[src/rtl/serial_add_pkg.sv]
`default_nettype none
// ============================================================================
// Module   : serial_add_pkg
// Purpose  : Shared types and constants for the bit-serial adder sequencer.
//            - state_e       : sequencer FSM state encoding
//            - DEFAULT_WIDTH : default operand/result width
//            - LOAD_CYCLES   : cycles the adder cell needs to preload carry
// Revision : 1.0 - initial release
// ============================================================================
package serial_add_pkg;

    localparam int DEFAULT_WIDTH = 8;

    // The adder cell takes one strobed cycle to load its carry flop.
    localparam int LOAD_CYCLES = 1;

    typedef enum logic [1:0] {
        ST_IDLE  = 2'b00,
        ST_LOAD  = 2'b01,
        ST_SHIFT = 2'b10,
        ST_DONE  = 2'b11
    } state_e;

endpackage : serial_add_pkg
`default_nettype wire

[src/rtl/serial_add_shreg.sv]
`default_nettype none
// ============================================================================
// Module   : serial_add_shreg
// Purpose  : WIDTH-bit right-shift register with parallel load.
//            Parallel load has priority over shift.
// Ports    : clk        - clock, rising edge
//            rst        - asynchronous reset, active-high (clears to 0)
//            load_i     - parallel load strobe
//            load_val_i - parallel load value
//            shift_i    - shift right by one, shift_in_i enters at MSB
//            shift_in_i - serial input bit
//            q_o        - register contents
// Revision : 1.0 - initial release
// ============================================================================
module serial_add_shreg
    import serial_add_pkg::*;
#(
    parameter int WIDTH = DEFAULT_WIDTH
) (
    input  logic             clk,
    input  logic             rst,
    input  logic             load_i,
    input  logic [WIDTH-1:0] load_val_i,
    input  logic             shift_i,
    input  logic             shift_in_i,
    output logic [WIDTH-1:0] q_o
);

    logic [WIDTH-1:0] data_q;
    logic [WIDTH-1:0] data_d;

    always_comb begin
        data_d = data_q;
        if (load_i) begin
            data_d = load_val_i;
        end else if (shift_i) begin
            data_d = {shift_in_i, data_q[WIDTH-1:1]};
        end
    end

    always_ff @(posedge clk or posedge rst) begin
        if (rst) begin
            data_q <= '0;
        end else begin
            data_q <= data_d;
        end
    end

    assign q_o = data_q;

endmodule : serial_add_shreg
`default_nettype wire

[src/rtl/serial_add_seq.sv]
`default_nettype none
// ============================================================================
// Module   : serial_add_seq
// Purpose  : Sequencer for a bit-serial adder cell. Accepts a parallel
//            WIDTH-bit add request, preloads the cell carry with cin, streams
//            operand bits LSB-first (one per clock), collects the serial sum
//            and returns sum + final carry with a one-cycle done pulse.
//            Latency: accept edge k -> done in cycle k+WIDTH+1.
// Ports    : CLK, rst (async, active-high)
//            req, op_a, op_b, cin        - request side (sampled in IDLE only)
//            busy, done, sum, cout       - response side (sum/cout held)
//            sa_A, sa_B, sa_CIN, sa_start - drive to adder cell
//            sa_S, sa_COUT               - from adder cell
//            ovf                         - two's-complement overflow
//                                          (only when SERIAL_ADD_OVF_EN defined)
// Options  : `define SERIAL_ADD_OVF_EN adds the registered ovf output.
// Revision : 1.0 - initial release
// ============================================================================
module serial_add_seq
    import serial_add_pkg::*;
#(
    parameter int WIDTH = DEFAULT_WIDTH
) (
    input  logic             CLK,
    input  logic             rst,
    input  logic             req,
    input  logic [WIDTH-1:0] op_a,
    input  logic [WIDTH-1:0] op_b,
    input  logic             cin,
    output logic             busy,
    output logic             done,
    output logic [WIDTH-1:0] sum,
    output logic             cout,
    output logic             sa_A,
    output logic             sa_B,
    output logic             sa_CIN,
    output logic             sa_start,
    input  logic             sa_S,
    input  logic             sa_COUT
`ifdef SERIAL_ADD_OVF_EN
    ,
    output logic             ovf
`endif
);

    localparam int              CNT_W    = $clog2(WIDTH);
    localparam logic [CNT_W-1:0] CNT_LAST = CNT_W'(WIDTH - 1);

    state_e           state_q, state_d;
    logic [CNT_W-1:0] cnt_q, cnt_d;
    logic             cin_q;
    logic [WIDTH-1:0] a_q, b_q, sum_q;
    logic [WIDTH-1:0] sum_out_q;
    logic             cout_q;

    logic             accept;
    logic             shifting;
    logic             last_shift;
    logic             carry_out;
    logic [WIDTH-1:0] sum_final;
    logic             unused_bits;

    assign accept     = (state_q == ST_IDLE) && req;
    assign shifting   = (state_q == ST_SHIFT);
    assign last_shift = shifting && (cnt_q == CNT_LAST);

    // The cell only registers the carry out of the MSB at the same edge we
    // leave SHIFT, so both the last sum bit and the final carry are formed
    // here from the cell's current inputs to have them valid during DONE.
    assign carry_out = (a_q[0] & b_q[0]) | (sa_COUT & (a_q[0] ^ b_q[0]));
    assign sum_final = {sa_S, sum_q[WIDTH-1:1]};

    // Only the LSBs of the operand registers and the upper sum bits are read.
    assign unused_bits = ^{a_q[WIDTH-1:1], b_q[WIDTH-1:1], sum_q[0]};

    serial_add_shreg #(.WIDTH(WIDTH)) u_a_shreg (
        .clk        (CLK),
        .rst        (rst),
        .load_i     (accept),
        .load_val_i (op_a),
        .shift_i    (shifting),
        .shift_in_i (1'b0),
        .q_o        (a_q)
    );

    serial_add_shreg #(.WIDTH(WIDTH)) u_b_shreg (
        .clk        (CLK),
        .rst        (rst),
        .load_i     (accept),
        .load_val_i (op_b),
        .shift_i    (shifting),
        .shift_in_i (1'b0),
        .q_o        (b_q)
    );

    serial_add_shreg #(.WIDTH(WIDTH)) u_sum_shreg (
        .clk        (CLK),
        .rst        (rst),
        .load_i     (1'b0),
        .load_val_i ({WIDTH{1'b0}}),
        .shift_i    (shifting),
        .shift_in_i (sa_S),
        .q_o        (sum_q)
    );

    always_comb begin
        state_d  = state_q;
        cnt_d    = cnt_q;
        busy     = 1'b1;
        done     = 1'b0;
        sa_A     = 1'b0;
        sa_B     = 1'b0;
        sa_CIN   = 1'b0;
        sa_start = 1'b0;
        case (state_q)
            ST_IDLE: begin
                busy = 1'b0;
                if (req) begin
                    state_d = ST_LOAD;
                end
            end
            ST_LOAD: begin
                sa_start = 1'b1;
                sa_CIN   = cin_q;
                cnt_d    = '0;
                state_d  = ST_SHIFT;
            end
            ST_SHIFT: begin
                sa_A  = a_q[0];
                sa_B  = b_q[0];
                cnt_d = cnt_q + 1'b1;
                if (cnt_q == CNT_LAST) begin
                    state_d = ST_DONE;
                end
            end
            ST_DONE: begin
                done    = 1'b1;
                state_d = ST_IDLE;
            end
            default: begin
                busy    = 1'b0;
                state_d = ST_IDLE;
            end
        endcase
    end

    always_ff @(posedge CLK or posedge rst) begin
        if (rst) begin
            state_q   <= ST_IDLE;
            cnt_q     <= '0;
            cin_q     <= 1'b0;
            sum_out_q <= '0;
            cout_q    <= 1'b0;
        end else begin
            state_q <= state_d;
            cnt_q   <= cnt_d;
            if (accept) begin
                cin_q <= cin;
            end
            if (last_shift) begin
                sum_out_q <= sum_final;
                cout_q    <= carry_out;
            end
        end
    end

    assign sum  = sum_out_q;
    assign cout = cout_q;

`ifdef SERIAL_ADD_OVF_EN
    // During the final SHIFT cycle sa_COUT is the carry into the MSB, so
    // overflow is that carry XOR the carry out of the MSB.
    logic ovf_q;

    always_ff @(posedge CLK or posedge rst) begin
        if (rst) begin
            ovf_q <= 1'b0;
        end else if (last_shift) begin
            ovf_q <= sa_COUT ^ carry_out;
        end
    end

    assign ovf = ovf_q;
`endif

endmodule : serial_add_seq
`default_nettype wire

[config.mk]
export PLATFORM = sky130hd
export DESIGN_NAME = serial_add_seq
export DESIGN_NICKNAME = d
export VERILOG_FILES = /design/src/rtl/serial_add_pkg.sv /design/src/rtl/serial_add_shreg.sv /design/src/rtl/serial_add_seq.sv
export SDC_FILE = /design/constraint.sdc
export NUM_CORES = 1
export LEC_CHECK = 0
export ABC_AREA = 1
export CAP_MARGIN = 20
export CORE_ASPECT_RATIO = 1.4
export CORE_MARGIN = 1.5
export CORE_UTILIZATION = 40
export CTS_CLUSTER_SIZE = 20
export DETAILED_ROUTE_END_ITERATION = 10
export MAX_ROUTING_LAYER = met4
export PLACE_DENSITY = 0.67
export SLEW_MARGIN = 40
export SYNTH_ARGS = -nofsm -noshare
export SYNTH_HDL_FRONTEND = slang
export SYNTH_HIERARCHICAL = 1
export SYNTH_SLANG_ARGS = --single-unit
[constraint.sdc]
create_clock -name CLK -period 1.37 [get_ports CLK]
set_clock_uncertainty 0.15 [all_clocks]
set_input_delay 0.2055 -clock CLK [delete_from_list [all_inputs] [get_ports CLK]]
set_output_delay 0.2055 -clock CLK [all_outputs]
set_load 0.005 [all_outputs]
; ---- Yosys cells after proc, flatten, opt, wreduce, memory -nomap -nowiden
; Cells that the tools add are included.
[totals]
wordCells = 39
ff_bits = 39
[op_classes]
n_eq_ne = 6
n_mux = 14
bitwise_logic = 4
n_reduce_logical = 6
add_sub_neg = 1
[ops]
columns = op, count
row1 = two-way mux 8 bit, 4
row2 = case mux 2 bit (4 select lines), 1
row3 = two-way mux 1 bit, 6
row4 = case mux 3 bit (2 select lines), 1
row5 = "== test 2 bit, second input constant", 2
row6 = two-way mux 2 bit, 2
row7 = nonzero test 2 bit, 2
row8 = "adder 3 x 1 -> 3 bit, second input constant", 1
row9 = "== test 3 bit, second input constant", 1
row10 = AND 1 bit, 2
row11 = "== test 2 x 1 -> 1 bit, second input constant", 1
row12 = logical AND 1 bit, 2
row13 = zero test 2 bit, 1
row14 = "inequality test 2 x 1 -> 1 bit, second input constant", 1
row15 = "inequality test 2 bit, second input constant", 1
row16 = AND reduction 2 bit, 1
row17 = bitwise OR 1 bit, 1
row18 = bitwise XOR 1 bit, 1

; ---- Longest topological paths before layout
; Gate-level depths: netlist of the first run.
[depth]
ltp_word = 3
mapped_depth = 8

; ---- Cells and area by module
; Netlist of the first run, hierarchy kept.
[by_module_without_submodules]
columns = module, cells_per_inst, instances, area_each_um2, seq_area_each_um2
row1 = serial_add_shreg, 45, 3, 377.9, 200.2
row2 = serial_add_seq, 96, 1, 769.5, 375.4

; ---- Worst setup path after synthesis of the first run
; Ideal clock, no wire load.
[synth_path]
path_type = register to register
start = register state_q[0]
end = register u_a_shreg.data_q[5] (netlist: u_a_shreg/q_o[5])
arrival_ns = 1.158
path_stages_with_launch = 9
required_time_ns = 1.096
synth_period_minus_slack_ns = 1.432
slack_ns = -0.062
setup_ns = 0.124
path_buffers = 1
cell_sequence = dfrtp_1 inv_1 ha_1 nand2_1 inv_1 buf_6 inv_2 nand3_1 nand3_1
[synth_between]
elab_chain_cells = 3
elab_cells_between_ends = 5
cone_classes = eq/ne: 1 / mux: 1 / reduce/logical: 3
[synth_rtl]
columns = item, line
row1 = start: declaration, serial_add_seq.sv:49  ; state_e state_q, state_d;
row2 = start signal: assignment, serial_add_seq.sv:155  ; state_q <= state_d;
row3 = zero test 2 bit *, serial_add_seq.sv:63  ; assign accept = (state_q == ST_IDLE) && req;
row4 = logical AND 1 bit *, serial_add_seq.sv:63
row5 = net accept, serial_add_seq.sv:56  ; logic accept;
row6 = two-way mux 8 bit or nonzero test 2 bit (tied branches), n/a
row7 = end signal: assignment, serial_add_shreg.sv:45  ; data_q <= data_d;
row8 = end: declaration, serial_add_shreg.sv:29  ; logic [WIDTH-1:0] data_q;
; Mark *: on every way through the listed nets, which the timed path passes. The rest lies on a longest branch.
; A chain may end at the register's enable or synchronous reset.

; ---- Final worst setup path of the first run
[layout_path]
start = register state_q[1]
end = output port done
[layout_between]
elab_chain_cells = 2
[layout_rtl]
columns = item, line
row1 = == test 2 bit, serial_add_seq.sv:115  ; case (state_q)
row2 = two-way mux 1 bit, serial_add_seq.sv:115
row3 = end: declaration, serial_add_seq.sv:31  ; output logic done,
; Every way passes these cells.

==> summary.txt, run 1 <==
Run status
  – Status: finished with violations
  – Failing checks: setup timing

Layout
  – Area delta synth->final: 48.35%
  – Final net count: 326
  – Antenna Cells: 0
  – Fraction of layout cells with a size suffix above 1: 26.26%
  – Finished Core Util: 61.35%
  – Fillers: 414
  – Layout Cells excl Fill: 359
  – Commonest cells after routing, fill and taps aside: 78 x nand2_1, 47 x nand3_1, 38 x dfrtp_1, 21 x clkdlybuf4s50_1, 15 x nand2_2
  – Most common cell after layout, fill and taps aside: nand2_1

Power
  – Switching share of power: 37.92%
  – Internal power: 3.172 mW
  – Overall power: 5.110 mW
  – Net Switching: 1.938 mW
  – Sequential share of power: 33.4%
  – Clk pwr share: 15.5%
  – Combinational share of power: 51.1%
  – Cell area power density: 1851 nW/um2
  – Peak VDD IR: 0.0009118 V
  – Lkg Pwr: 1.431 nW

Critical path
  – Worst-path fanout max: 3
  – Worst EP required: 1010 ps
  – Startpoint Class: flip-flop
  – Crit end category: output pin
  – Crit Path Class: reg -> out
  – Critical Path AT: 1230 ps

Global route
  – GRT met3 Usage: 3.876%
  – Gr busiest metal: met2
  – Number of global-route vias before repair: 1469
  – Met1 Use GR: 20.64%
  – Initial antenna violation count: 0
  – GR Overflow Total: 0
  – Gr usage total: 17.15%
  – Met2 usage: 27.08%
  – First-pass GRT wire length: 6403 um
  – Pin count of the biggest net entering global routing: 26

Floorplan
  – FP Rows: 29
  – Die span in y: 83.70 um
  – Die ar.: 5075 um2
  – Ports: 37
  – Die width: 60.64 um
  – Core area: 4499 um2
  – Starting Density: 41.35%

CTS
  – TritonCTS clock tree: done
  – Root Buffer: clkbuf_8
  – Clock Path Buffers: 2
  – CTS buffer count: 5
  – Clock sink count: 38
  – Clk slew on worst S/H paths: 70 ps
  – H-tree depth: 2
  – Clock Latency Late Sink: 290 ps

STA
  – Max Fclk: 0.6292 GHz
  – Setup tns final: -5417 ps
  – Fin. Hold Viols: 0
  – Final Slew Violations: 0
  – Final Cycle Share: 116.0%
  – Setup ws final: -219.2 ps
  – Unrepaired setup endpoints after global routing: yes
  – Hold_ws: 105.3 ps
  – Setup violators final: 43
  – Tmin final: 1589 ps

Drt
  – Starting DRT DRC Count: 55
  – Drt drc: 0
  – Total number of vias: 1661
  – Vias per std cell: 4.627
  – DRT Wirelength: 4355 um
  – Routed Antenna Nets: 0
  – Drt wl/cell: 12.13 um
  – First drt pass iteration count: 6

Hold path
  – Class of the worst hold path: in -> async

Place
  – GP Congestion: 0.7775
  – HPWL after detailed placement: 2902 um
  – IO buf count: 36
  – Placed Instances: 339

Logic synthesis
  – Yosys warnings: 6
  – Cell Area, Synth: 1861 um2
  – Mapped Cells: 226
  – Avg Cell Area, Syn: 8.232 um2

Run
  – Max_cap viols: 0
## timing repair
| item | CTS | global route |
|---|---|---|
| pin swaps | 3 | 8 |
| buffers inserted | 6 | 5 |
| endpoints found under the setup margin | 53 | 42 |
| hold buffers | 0 | 0 |
| cloned | 0 | 3 |
| resized for setup | 56 | 35 |
## worst max-delay path: stages (launching register included)
cell	delay, ps
dfrtp_1	420
buf_4	160
buf_6	110
ha_4	150
buf_6	110
## path summary, 6_finish.rpt
check / start / to / slack, ps / cells past startpoint
max: state_q[1] / done / -220 / 4
min reg2reg: u_a_shreg/q_o[7] / u_a_shreg/q_o[7] / 330 / 2
max reg2reg: state_q[1] / u_sum_shreg/q_o[1] / -170 / 7
max in group asynchronous: rst / u_a_shreg/q_o[6] / 690 / 2
min in group CLK: u_a_shreg/q_o[7] / u_a_shreg/q_o[7] / 330 / 2
min: rst / u_sum_shreg/q_o[4] / 110 / 2
## metrics by stage
| stage | setup WS [ps] | instance area (um2) |
|---|---|---|
| after global routing | -272.6 | 2760 |
| after floorplan | 7.881 | 1907 |
| after detailed placement | -236.7 | 2391 |
| after global placement | -227.9 | 2391 |
| final | -219.2 | 2760 |
| after CTS | -207.4 | 2549 |
## power groups by stage
stage / clock (mW) / combinational, mW / sequential [mW]
4_1_cts: 0.816 / 2.08 / 1.69
5_1_grt: 0.846 / 2.84 / 1.76
6_report: 0.791 / 2.61 / 1.71
3_5_place_dp: 0 / 1.91 / 1.70
2_1_floorplan: 0 / 1.27 / 1.66
3_3_place_gp: 0 / 1.86 / 1.69
## cell type report
type	instances	area, um2	share of cell area (%)
inverter	21	93.84	3.400
timing repair buffer	60	600.6	21.76
tap	62	77.57	2.811
clock buffer	7	86.33	3.128
clock inverter	1	5.005	0.1813
sequential	38	950.9	34.45
multi-input combinational	170	945.9	34.27
## layer usage
metal | routed length [um] | up-vias
li1 | - | 844
met1 | 1877 | 764
met2 | 2196 | 45
met3 | 185 | 8
met4 | 95 | 0
met5 | 0 | -
## registers in the layout, indices dropped and copies added, names as in the netlist
signal / flops
sum: 8
u_sum_shreg/q_o: 7
cin_q: 1
state_q: 2
cnt_q: 3
cout: 1
u_a_shreg/q_o: 8
u_b_shreg/q_o: 8
Power figures use the tool's default switching activity.
==> run 2: changes to the inputs <==
SLEW_MARGIN = not set   (was 40)
==> results of run 2 <==
The final DEF is identical to that of run 1; final timing and power are the same.
